`src/rtl/fifo_pkg.sv`:
```
// Shared definitions for the FIFO reader: default widths and the skid buffer depth.
package fifo_pkg;

    localparam int BITS_DEFAULT = 8;
    localparam int CNTW_DEFAULT = 16;
    localparam int SKID_DEPTH   = 2;

    // Occupancy of the skid buffer, 0..SKID_DEPTH.
    typedef logic [1:0] occ_t;

endpackage

```
`src/rtl/reader_skid_buf.sv`:
```
// Two-entry in-order buffer: entry 0 is always the head, a pop shifts entries toward it.
// Asynchronous active-low reset clears the contents and occupancy.
module reader_skid_buf
    import fifo_pkg::*;
#(
    parameter int BITS = BITS_DEFAULT
) (
    input  logic            clk,
    input  logic            reset,
    input  logic            wr,
    input  logic [BITS-1:0] din,
    input  logic            pop,
    output occ_t            occ,
    output logic [BITS-1:0] head
);

    logic [BITS-1:0] mem_reg [SKID_DEPTH];
    occ_t            occ_reg;
    occ_t            occ_after_pop;
    logic            pop_ok;

    // A pop against an empty buffer is ignored so occupancy can never underflow.
    assign pop_ok        = pop && (occ_reg != '0);
    assign occ_after_pop = occ_reg - {1'b0, pop_ok};

    always_ff @(posedge clk or negedge reset) begin
        if (!reset) begin
            occ_reg <= '0;
        end else begin
            occ_reg <= occ_after_pop + {1'b0, wr};
        end
    end

    // The write lands in the slot just past the remaining words after the pop.
    for (genvar gi = 0; gi < SKID_DEPTH; gi++) begin : g_entry
        logic [BITS-1:0] shift_val;

        if (gi < SKID_DEPTH - 1) begin : g_mid
            assign shift_val = mem_reg[gi + 1];
        end else begin : g_last
            assign shift_val = mem_reg[gi];
        end

        always_ff @(posedge clk or negedge reset) begin
            if (!reset) begin
                mem_reg[gi] <= '0;
            end else if (wr && (occ_after_pop == occ_t'(gi))) begin
                mem_reg[gi] <= din;
            end else if (pop_ok) begin
                mem_reg[gi] <= shift_val;
            end
        end
    end

    assign occ  = occ_reg;
    assign head = mem_reg[0];

endmodule

```
`src/rtl/fifo_reader.sv`:
```
// Drains a FIFO read port into a valid/ready stream via a 2-entry skid buffer.
// Define FIFO_READER_COUNT_EN to enable the accepted-word counter on count.
module fifo_reader
    import fifo_pkg::*;
#(
    parameter int BITS = BITS_DEFAULT,
    parameter int CNTW = CNTW_DEFAULT
) (
    input  logic            clk,
    input  logic            reset,   // active low, asynchronous
    input  logic            empty,
    output logic            re,
    input  logic [BITS-1:0] q,
    output logic [BITS-1:0] dout,
    output logic            dvalid,
    input  logic            dready,
    output logic [CNTW-1:0] count
);

    logic       infl_reg;
    logic       pop;
    occ_t       occ;
    logic [2:0] pending;

    reader_skid_buf #(
        .BITS (BITS)
    ) u_buf (
        .clk   (clk),
        .reset (reset),
        .wr    (infl_reg),
        .din   (q),
        .pop   (pop),
        .occ   (occ),
        .head  (dout)
    );

    assign dvalid  = (occ != '0);
    assign pop     = dvalid && dready;
    assign pending = {1'b0, occ} + {2'b00, infl_reg} - {2'b00, pop};

    // Gating with reset keeps re low immediately, before any clock edge.
    always_comb begin
        re = 1'b0;
        if (reset && !empty && (pending < 3'(SKID_DEPTH))) begin
            re = 1'b1;
        end
    end

    always_ff @(posedge clk or negedge reset) begin
        if (!reset) begin
            infl_reg <= 1'b0;
        end else begin
            infl_reg <= re;
        end
    end

`ifdef FIFO_READER_COUNT_EN
    logic [CNTW-1:0] count_reg;

    always_ff @(posedge clk or negedge reset) begin
        if (!reset) begin
            count_reg <= '0;
        end else if (pop) begin
            count_reg <= count_reg + 1'b1;
        end
    end

    assign count = count_reg;
`else
    assign count = '0;
`endif

endmodule
```
`config.mk`:
```
export PLATFORM = sky130hd
export DESIGN_NAME = fifo_reader
export DESIGN_NICKNAME = d
export VERILOG_FILES = /design/src/rtl/fifo_pkg.sv /design/src/rtl/reader_skid_buf.sv /design/src/rtl/fifo_reader.sv
export SDC_FILE = /design/constraint.sdc
export NUM_CORES = 1
export LEC_CHECK = 0
export BUFFER_PORTS_ARGS = -buffer_cell sky130_fd_sc_hd__buf_2
export CAP_MARGIN = 10
export CORE_ASPECT_RATIO = 0.7
export CORE_MARGIN = 2
export CORE_UTILIZATION = 47
export DETAILED_ROUTE_END_ITERATION = 7
export PLACE_DENSITY = 0.77
export SLEW_MARGIN = 20
export SYNTH_ARGS = -nofsm -noshare
export SYNTH_HDL_FRONTEND = slang
export SYNTH_SLANG_ARGS = --single-unit
export TNS_END_PERCENT = 1
```
`constraint.sdc`:
```
create_clock -name clk -period 3 [get_ports clk]
set_input_delay 0.45 -clock clk [delete_from_list [all_inputs] [get_ports clk]]
set_output_delay 0.45 -clock clk [all_outputs]
set_load 0.1 [all_outputs]
```
==> impl_metrics.py, run 1 <==
metrics = {
    "timing": {
        "fin_crit_ns": 2.874,
        "fin_setup_tns_ns": 0,
        "finalClockSkew_ns": 0.002154,
        "setup_viol": 0,
        "hold_viol": 0,
        "maxSlewViolCount": 0,
        "fin_crit_sh_pct": 95.79,
        "max_freq_mhz": 348.0,
        "rsz0062_at_grt": "false",
    },
    "min_path": {
        "hold_class": "in2async",
    },
    "drt": {
        "wirelength_um": 1852,
        "num_vias": 713,
        "drc_errors": 4,
        "wl_per_cell_um": 12.95,
        "ant_nets": 0,
        "first_iter_violations": 37,
        "via_per_inst": 4.986,
        "first_pass_iters": 6,
    },
    "clock_network": {
        "cts_buffers": 3,
        "path_clk_slew_ns": 0.11,
        "tritoncts": "yes",
        "clk_path_buf_depth": 2,
        "clock_sinks": 19,
        "root_buffer": "clkbuf_4",
        "clock_latency_ns": 0.30,
        "htree_levels": 1,
    },
    "yosys": {
        "synth-seq-cells": 19,
        "synthCells": 95,
        "avgSynthCellArea_sq_um": 10.40,
        "synth_compound_area_share_pct": 5.949,
        "synth-simple-area-share_pct": 14.05,
        "muxShareOfSynthArea_pct": 9.114,
        "synthesis.area_sq_um": 988.4,
        "synth_top_family_by_area": "buffers and inverters",
        "synthAdderAreaFrac_pct": 5.823,
        "synth_xor_area_share_pct": 1.772,
        "synth_seq_area_share_pct": 48.10,
        "yosys.cell_types.count": 17,
        "yosys_warnings": 0,
    },
    "die": {
        "pin_count": 38,
        "initial_core_util_pct": 51.50,
        "die_w_um": 58.81,
        "coreArea_sq_um": 1919,
        "die-area_sq_um": 2492,
        "die_h_um": 42.37,
        "rows": 13,
    },
    "global_route": {
        "grt_start_max_net_pins": 21,
        "grt_pass1_vias": 670,
        "grt_usage_pct": 16.88,
        "overflow": 0,
        "grt_pass1_wl_um": 3111,
        "antenna_found_initial": 0,
    },
    "flow_run": {
        "cap_violations": 0,
    },
    "finish": {
        "layout-area-overhead-vs-synth_pct": 16.20,
        "regArea_sq_um": 476.7,
        "num-fill-cells": 165,
        "antennaDiodeCount": 0,
        "drive_gt1_share_pct": 28.93,
        "layout.nets": 138,
        "final_common_cell": "buf_2",
        "mostFrequentLayoutCells": "buf_2, nand2_1, dfrtp_1",
        "multi_input_area_sq_um": 454.2,
    },
    "outcome": {
        "violations": "DRC",
        "status": "complete, but fails checks",
    },
    "critical_path": {
        "critPathArrivalTime_ns": 2.42,
        "startpoint_type": "flip-flop",
        "r2r-start": "u_buf.occ[0]",
        "crit_path_end_kind": "output pin",
        "worstPathMaxFanout": 9,
        "critPathKind": "reg2out",
        "worstPathRequired_ns": 2.55,
        "crit_path_start": "u_buf.occ[0]",
    },
    "place": {
        "gp_congestion": 0.7705,
        "port_buffers": 21,
        "hpwlAfterDp_um": 1374,
    },
}
final cells by class:
| cell class | instances | share of cell area [%] |
|---|---|---|
| multi-input combinational | 69 | 39.54 |
| tap | 22 | 2.397 |
| clock buffer | 4 | 2.288 |
| inverter | 5 | 1.852 |
| timing repair buffer | 24 | 12.42 |
| sequential | 19 | 41.50 |
worst paths after layout:
path / cells past startpoint / slack (ns) / endpoint
max: 8 / 0.13 / re
min: 1 / 0.07 / infl_reg
max reg2reg: 8 / 0.89 / infl_reg
min reg2reg: 1 / 0.50 / u_buf.g_entry[0].shift_val[2]
max in group asynchronous: 1 / 2.61 / u_buf.occ[1]
min in group clk: 2 / 0.38 / u_buf.g_entry[0].shift_val[2]
synthesized netlist by cell type:
master,number,area share (%)
nor2_4,1,1.1
buf_4,17,13
nand2_1,18,6.8
ha_1,3,3.8
o21ai_2,1,0.89
conb_1,1,0.38
a31oi_1,8,5.1
dfrtp_1,19,48
nor2_1,8,3.0
fa_1,1,2.0
nor3_1,1,0.51
inv_1,4,1.5
nand3b_2,1,1.1
nand2b_4,1,1.4
xor2_1,2,1.8
inv_2,1,0.38
mux2_1,8,9.1
what timing repair did:
item / 4_1_cts / 5_1_grt
pin swaps: 1 / 1
hold buffers: 0 / 0
resized for setup: 0 / 1
setup endpoints to repair: 1 / 1
buffers inserted: 1 / 2
per-layer routing:
metal / up-vias / track usage [%] / share of wire [%]
met4: 0 / 5.000 / 1.2
met2: 31 / 25.78 / 45
met5: - / 0 / 0
met1: 344 / 22.16 / 46
met3: 5 / 6.481 / 7.8
li1: 333 / - / -
logic make-up (layout without fill, tap and decap cells):
| logic type | count (synthesis) | count (layout) |
|---|---|---|
| xor gates and xnor gates | 2 | 2 |
| and+or+nand+nor | 30 | 30 |
| buffers and inverters | 22 | 33 |
| AOI/OAI and AO/OA | 9 | 9 |
| other | 1 | 16 |
| DFF | 19 | 19 |
| muxes | 8 | 8 |
| adders and majority gates | 4 | 4 |
critical path, cell delays in order, from the launching register on:
cell and delay (ns):
dfrtp_1 0.43, o21ai_4 0.21, inv_4 0.09, ha_4 0.23
nand2b_4 0.16, fa_1 0.38, xor2_1 0.19, nor3_4 0.23
buf_12 0.20
per-stage QoR:
step	hold slack (ns)	util, %	cell area [sq um]	instances	setup WS [ns]
after CTS	0.07727	58.93	1131	141	0.06709
after global placement	0.4118	57.17	1097	136	0.2929
after floorplan	0.1544	-	1077	110	0.01220
after detailed placement	0.4167	57.17	1097	136	0.2312
final	0.06812	59.84	1149	143	0.1263
after global routing	0.08572	59.84	1149	143	0.01278
Power of run 1 is not shown: default switching activity piles up to over one toggle a cycle in this logic, so the estimate is an artifact.
==> run 2: changes to the inputs <==
Clock period 3 ns to 3.1 ns, I/O delays scaled along.
==> impl_metrics.py, run 2 (same netlist as run 1, synthesis figures left out) <==
metrics = {
    "outcome": {
        "status": "complete, but fails checks",
        "violations": "DRC",
    },
    "global_route": {
        "grt_pass1_vias": 649,
        "grt_start_max_net_pins": 21,
        "grt_usage_pct": 16.34,
        "grt_pass1_wl_um": 2973,
        "overflow": 0,
        "antenna_found_initial": 0,
    },
    "finish": {
        "final_common_cell": "buf_2",
        "layout.nets": 137,
        "antennaDiodeCount": 0,
        "fin_area_sq_um": 1142,
        "layout-area-overhead-vs-synth_pct": 15.57,
        "stdcell_count": 142,
        "mostFrequentLayoutCells": "buf_2, nand2_1, dfrtp_1",
        "finish.utilization_pct": 59.52,
        "drive_gt1_share_pct": 29.17,
    },
    "place": {
        "gp_congestion": 0.8677,
        "hpwlAfterDp_um": 1336,
        "placedCellCount": 136,
        "port_buffers": 21,
        "placed_area_sq_um": 1084,
    },
    "critical_path": {
        "crit_path_end_kind": "output pin",
        "startpoint_type": "flip-flop",
        "critPathKind": "reg2out",
        "worstPathRequired_ns": 2.63,
        "critPathArrivalTime_ns": 2.47,
        "worstPathMaxFanout": 9,
    },
    "timing": {
        "hold_viol": 0,
        "finalClockSkew_ns": 0.01350,
        "max_freq_mhz": 340.2,
        "maxSlewViolCount": 0,
        "fin_crit_sh_pct": 94.83,
        "fin_setup_tns_ns": 0,
        "rsz0062_at_grt": "false",
        "setup_viol": 0,
        "fin_crit_ns": 2.940,
    },
    "flow_run": {
        "cap_violations": 0,
    },
    "drt": {
        "wl_met3_um": 138,
        "drt-met1-wl_um": 795,
        "num_vias": 704,
        "maxUsedRoutingLayer": "met4",
        "wirelength_um": 1825,
        "drc_errors": 5,
        "ant_nets": 0,
        "wl_met2_um": 886,
        "first_iter_violations": 27,
        "via_per_inst": 4.958,
        "first_pass_iters": 6,
        "wl_per_cell_um": 12.85,
    },
    "clock_network": {
        "clock_latency_ns": 0.31,
        "clock_sinks": 19,
        "path_clk_slew_ns": 0.12,
        "clk_path_buf_depth": 2,
        "root_buffer": "clkbuf_4",
        "cts_hold_buf": 0,
        "cts_buffers": 3,
        "tritoncts": "yes",
        "htree_levels": 1,
    },
    "die": {
        "pin_count": 38,
        "rows": 13,
        "die_h_um": 42.37,
        "die-area_sq_um": 2492,
        "initial_core_util_pct": 51.50,
        "coreArea_sq_um": 1919,
        "die_w_um": 58.81,
    },
    "min_path": {
        "hold_class": "in2async",
    },
}
run 2: cell count changes in the layout (fill, tap and decap cells not counted), sizes merged:
cell / delta
clkinvlp: +1
clkbuf: -1
buf: -1
run 2: final timing paths:
path                                                    start                             to  slack (ns)  cells after the start
worst max-delay path                             u_buf.occ[1]                             re        0.16                      8
worst min-delay path                                    reset                  u_buf.head[3]        0.06                      1
worst max register to register                   u_buf.occ[1]                  u_buf.head[6]        1.03                      8
worst min register to register  u_buf.g_entry[0].shift_val[3]  u_buf.g_entry[0].shift_val[3]        0.50                      1
max in group asynchronous                               reset                   u_buf.occ[1]        2.72                      1
min in group clk                                        empty                       infl_reg        0.35                      2
run 2: layout make-up:
class                   count  area, sq um
clock buffers               3        22.52
clock inverters             1        7.507
fillers                   157        777.0
inverters                   5        18.77
multi-input cells          69        454.2
flip-flops and latches     19        476.7
well taps                  22        27.53
repair buffers             23        135.1
run 2: worst max-delay path, cell delays in order, from the launching register on:
cell and delay, ns:
dfrtp_2 0.46, o21ai_4 0.17, inv_2 0.12, ha_4 0.24, nand2b_4 0.16, fa_1 0.38
xor2_1 0.18, nor3_4 0.24, buf_12 0.20
run 2: routing by layer:
layer | global-route usage [%] | up-vias
li1 | - | 330
met1 | 20.75 | 336
met2 | 27.33 | 36
met3 | 5.556 | 2
met4 | 2.727 | 0
met5 | 0 | -
run 2: repair_timing:
action,in CTS,in global routing
pin swaps,1,0
endpoints found under the setup margin,1,1
setup buffers,1,1
gates resized for setup,1,1
run 2: stage by stage:
step / hold slack (ns) / setup slack [ns]
after detailed placement: 0.4340 / 0.2239
after global routing: 0.09261 / 0.04638
final: 0.06391 / 0.1602
after floorplan: 0.1694 / 0.01757
after global placement: 0.4221 / 0.3293
after CTS: 0.07960 / 0.02103
Power of run 2 is left out for the same reason.
==> run 3: changes to the inputs <==
Settings changed: SETUP_SLACK_MARGIN set to 0.4.
==> impl_metrics.py, run 3 (same netlist as run 1, synthesis figures left out) <==
metrics = {
    "clock_network": {
        "root_buffer": "clkbuf_4",
        "path_clk_slew_ns": 0.11,
        "cts-resized-gates": 0,
        "tritoncts": "yes",
        "clock_latency_ns": 0.31,
        "htree_levels": 1,
        "cts_buffers": 3,
        "clock_sinks": 19,
        "clk_path_buf_depth": 2,
    },
    "min_path": {
        "hold_class": "in2async",
    },
    "timing": {
        "fin_crit_sh_pct": 91.11,
        "fin_ws_ns": 0.2756,
        "rsz0062_at_grt": "true",
        "fin_crit_ns": 2.824,
        "maxSlewViolCount": 0,
        "fin_setup_tns_ns": 0,
        "hold_viol": 0,
        "finalClockSkew_ns": 0.004999,
        "max_freq_mhz": 354.1,
        "setup_viol": 0,
    },
    "critical_path": {
        "startpoint_type": "flip-flop",
        "worstPathMaxFanout": 3,
        "worstPathRequired_ns": 2.63,
        "slowest_stage": "fa_2",
        "critPathArrivalTime_ns": 2.36,
        "ff2ff_setup_slack_ns": 1.06,
        "critPathKind": "reg2out",
        "path_cells": "o21ai_4, inv_4, ha_4, nand2b_4, fa_2, nand2_2, nor3_4, buf_12",
        "cp.buffers_inverters": 2,
        "critPathMaxStageDelay_ns": 0.55,
        "critPathTopFamily": "adder cells",
        "crit_path_end_kind": "output pin",
    },
    "die": {
        "die-area_sq_um": 2492,
        "die_h_um": 42.37,
        "initial_core_util_pct": 51.50,
        "coreArea_sq_um": 1919,
        "pin_count": 38,
        "rows": 13,
        "die_w_um": 58.81,
    },
    "place": {
        "port_buffers": 21,
        "dp_slack_ns": 0.3479,
        "hpwlAfterDp_um": 1315,
        "gp_congestion": 0.8070,
    },
    "outcome": {
        "status": "complete, but fails checks",
        "violations": "DRC",
    },
    "global_route": {
        "grt_pass1_vias": 669,
        "grt_start_max_net_pins": 21,
        "grt_usage_pct": 15.65,
        "grt_pass1_wl_um": 2849,
        "antenna_found_initial": 0,
        "overflow": 0,
    },
    "finish": {
        "num-fill-cells": 160,
        "mostFrequentLayoutCells": "buf_2, dfrtp_1, nand2_1",
        "layout-area-overhead-vs-synth_pct": 18.35,
        "final_common_cell": "buf_2",
        "drive_gt1_share_pct": 32.79,
        "layout.nets": 139,
        "antennaDiodeCount": 0,
    },
    "drt": {
        "drc_errors": 3,
        "wirelength_um": 1733,
        "via_per_inst": 4.806,
        "num_vias": 692,
        "first_pass_iters": 6,
        "ant_nets": 0,
        "wl_per_cell_um": 12.03,
        "first_iter_violations": 21,
    },
    "flow_run": {
        "cap_violations": 0,
    },
}
## run 3: cell count changes in the layout (fill, tap and decap cells not counted), sizes merged
cell / delta
buf: +2
clkinv: +1
clkinvlp: -1
## run 3: worst paths after layout
check / startpoint / endpoint / cells past startpoint
setup / recovery: u_buf.occ[0] / re / 8
hold / removal: reset / u_buf.g_entry[0].shift_val[4] / 1
setup reg to reg: u_buf.occ[0] / infl_reg / 8
hold reg to reg: u_buf.g_entry[0].shift_val[5] / u_buf.g_entry[0].shift_val[5] / 1
max in group asynchronous: reset / u_buf.occ[1] / 1
min in group clk: q[3] / u_buf.g_entry[0].shift_val[3] / 2
## run 3: stage by stage
step | std cells | hold WS (ns) | util [%] | cell area, sq um
after floorplan | 110 | 0.1694 | - | 1092
after global placement | 136 | 0.4303 | 57.95 | 1112
after detailed placement | 136 | 0.4382 | 57.95 | 1112
after CTS | 144 | 0.09136 | 60.95 | 1170
after global routing | 144 | 0.09324 | 60.95 | 1170
final | 144 | 0.07983 | 60.95 | 1170
## run 3: repair_timing
action / 4_1_cts / 5_1_grt
hold buffers: 0 / 0
setup buffers: 4 / 0
pin swaps: 2 / 0
endpoints found under the setup margin: 1 / 1
## run 3: cell type report
class / instances / area, sq um / area share, %
Clock buffer: 3 / 22.52 / 1.925
Multi-Input combinational cell: 69 / 466.7 / 39.89
Inverter: 5 / 21.27 / 1.818
Timing Repair Buffer: 25 / 150.1 / 12.83
Tap cell: 22 / 27.53 / 2.353
Sequential cell: 19 / 476.7 / 40.75
Clock inverter: 1 / 5.005 / 0.4278
## run 3: per-layer routing
metal  vias up  global-route usage [%]  part of all wire [%]
met5         -                       0                     0
met4         0                   5.455                   1.6
met3         4                   5.864                   6.6
met2        25                   26.00                    49
met1       329                   18.43                    43
li1        334                       -                     -
Power of run 3 is left out for the same reason.
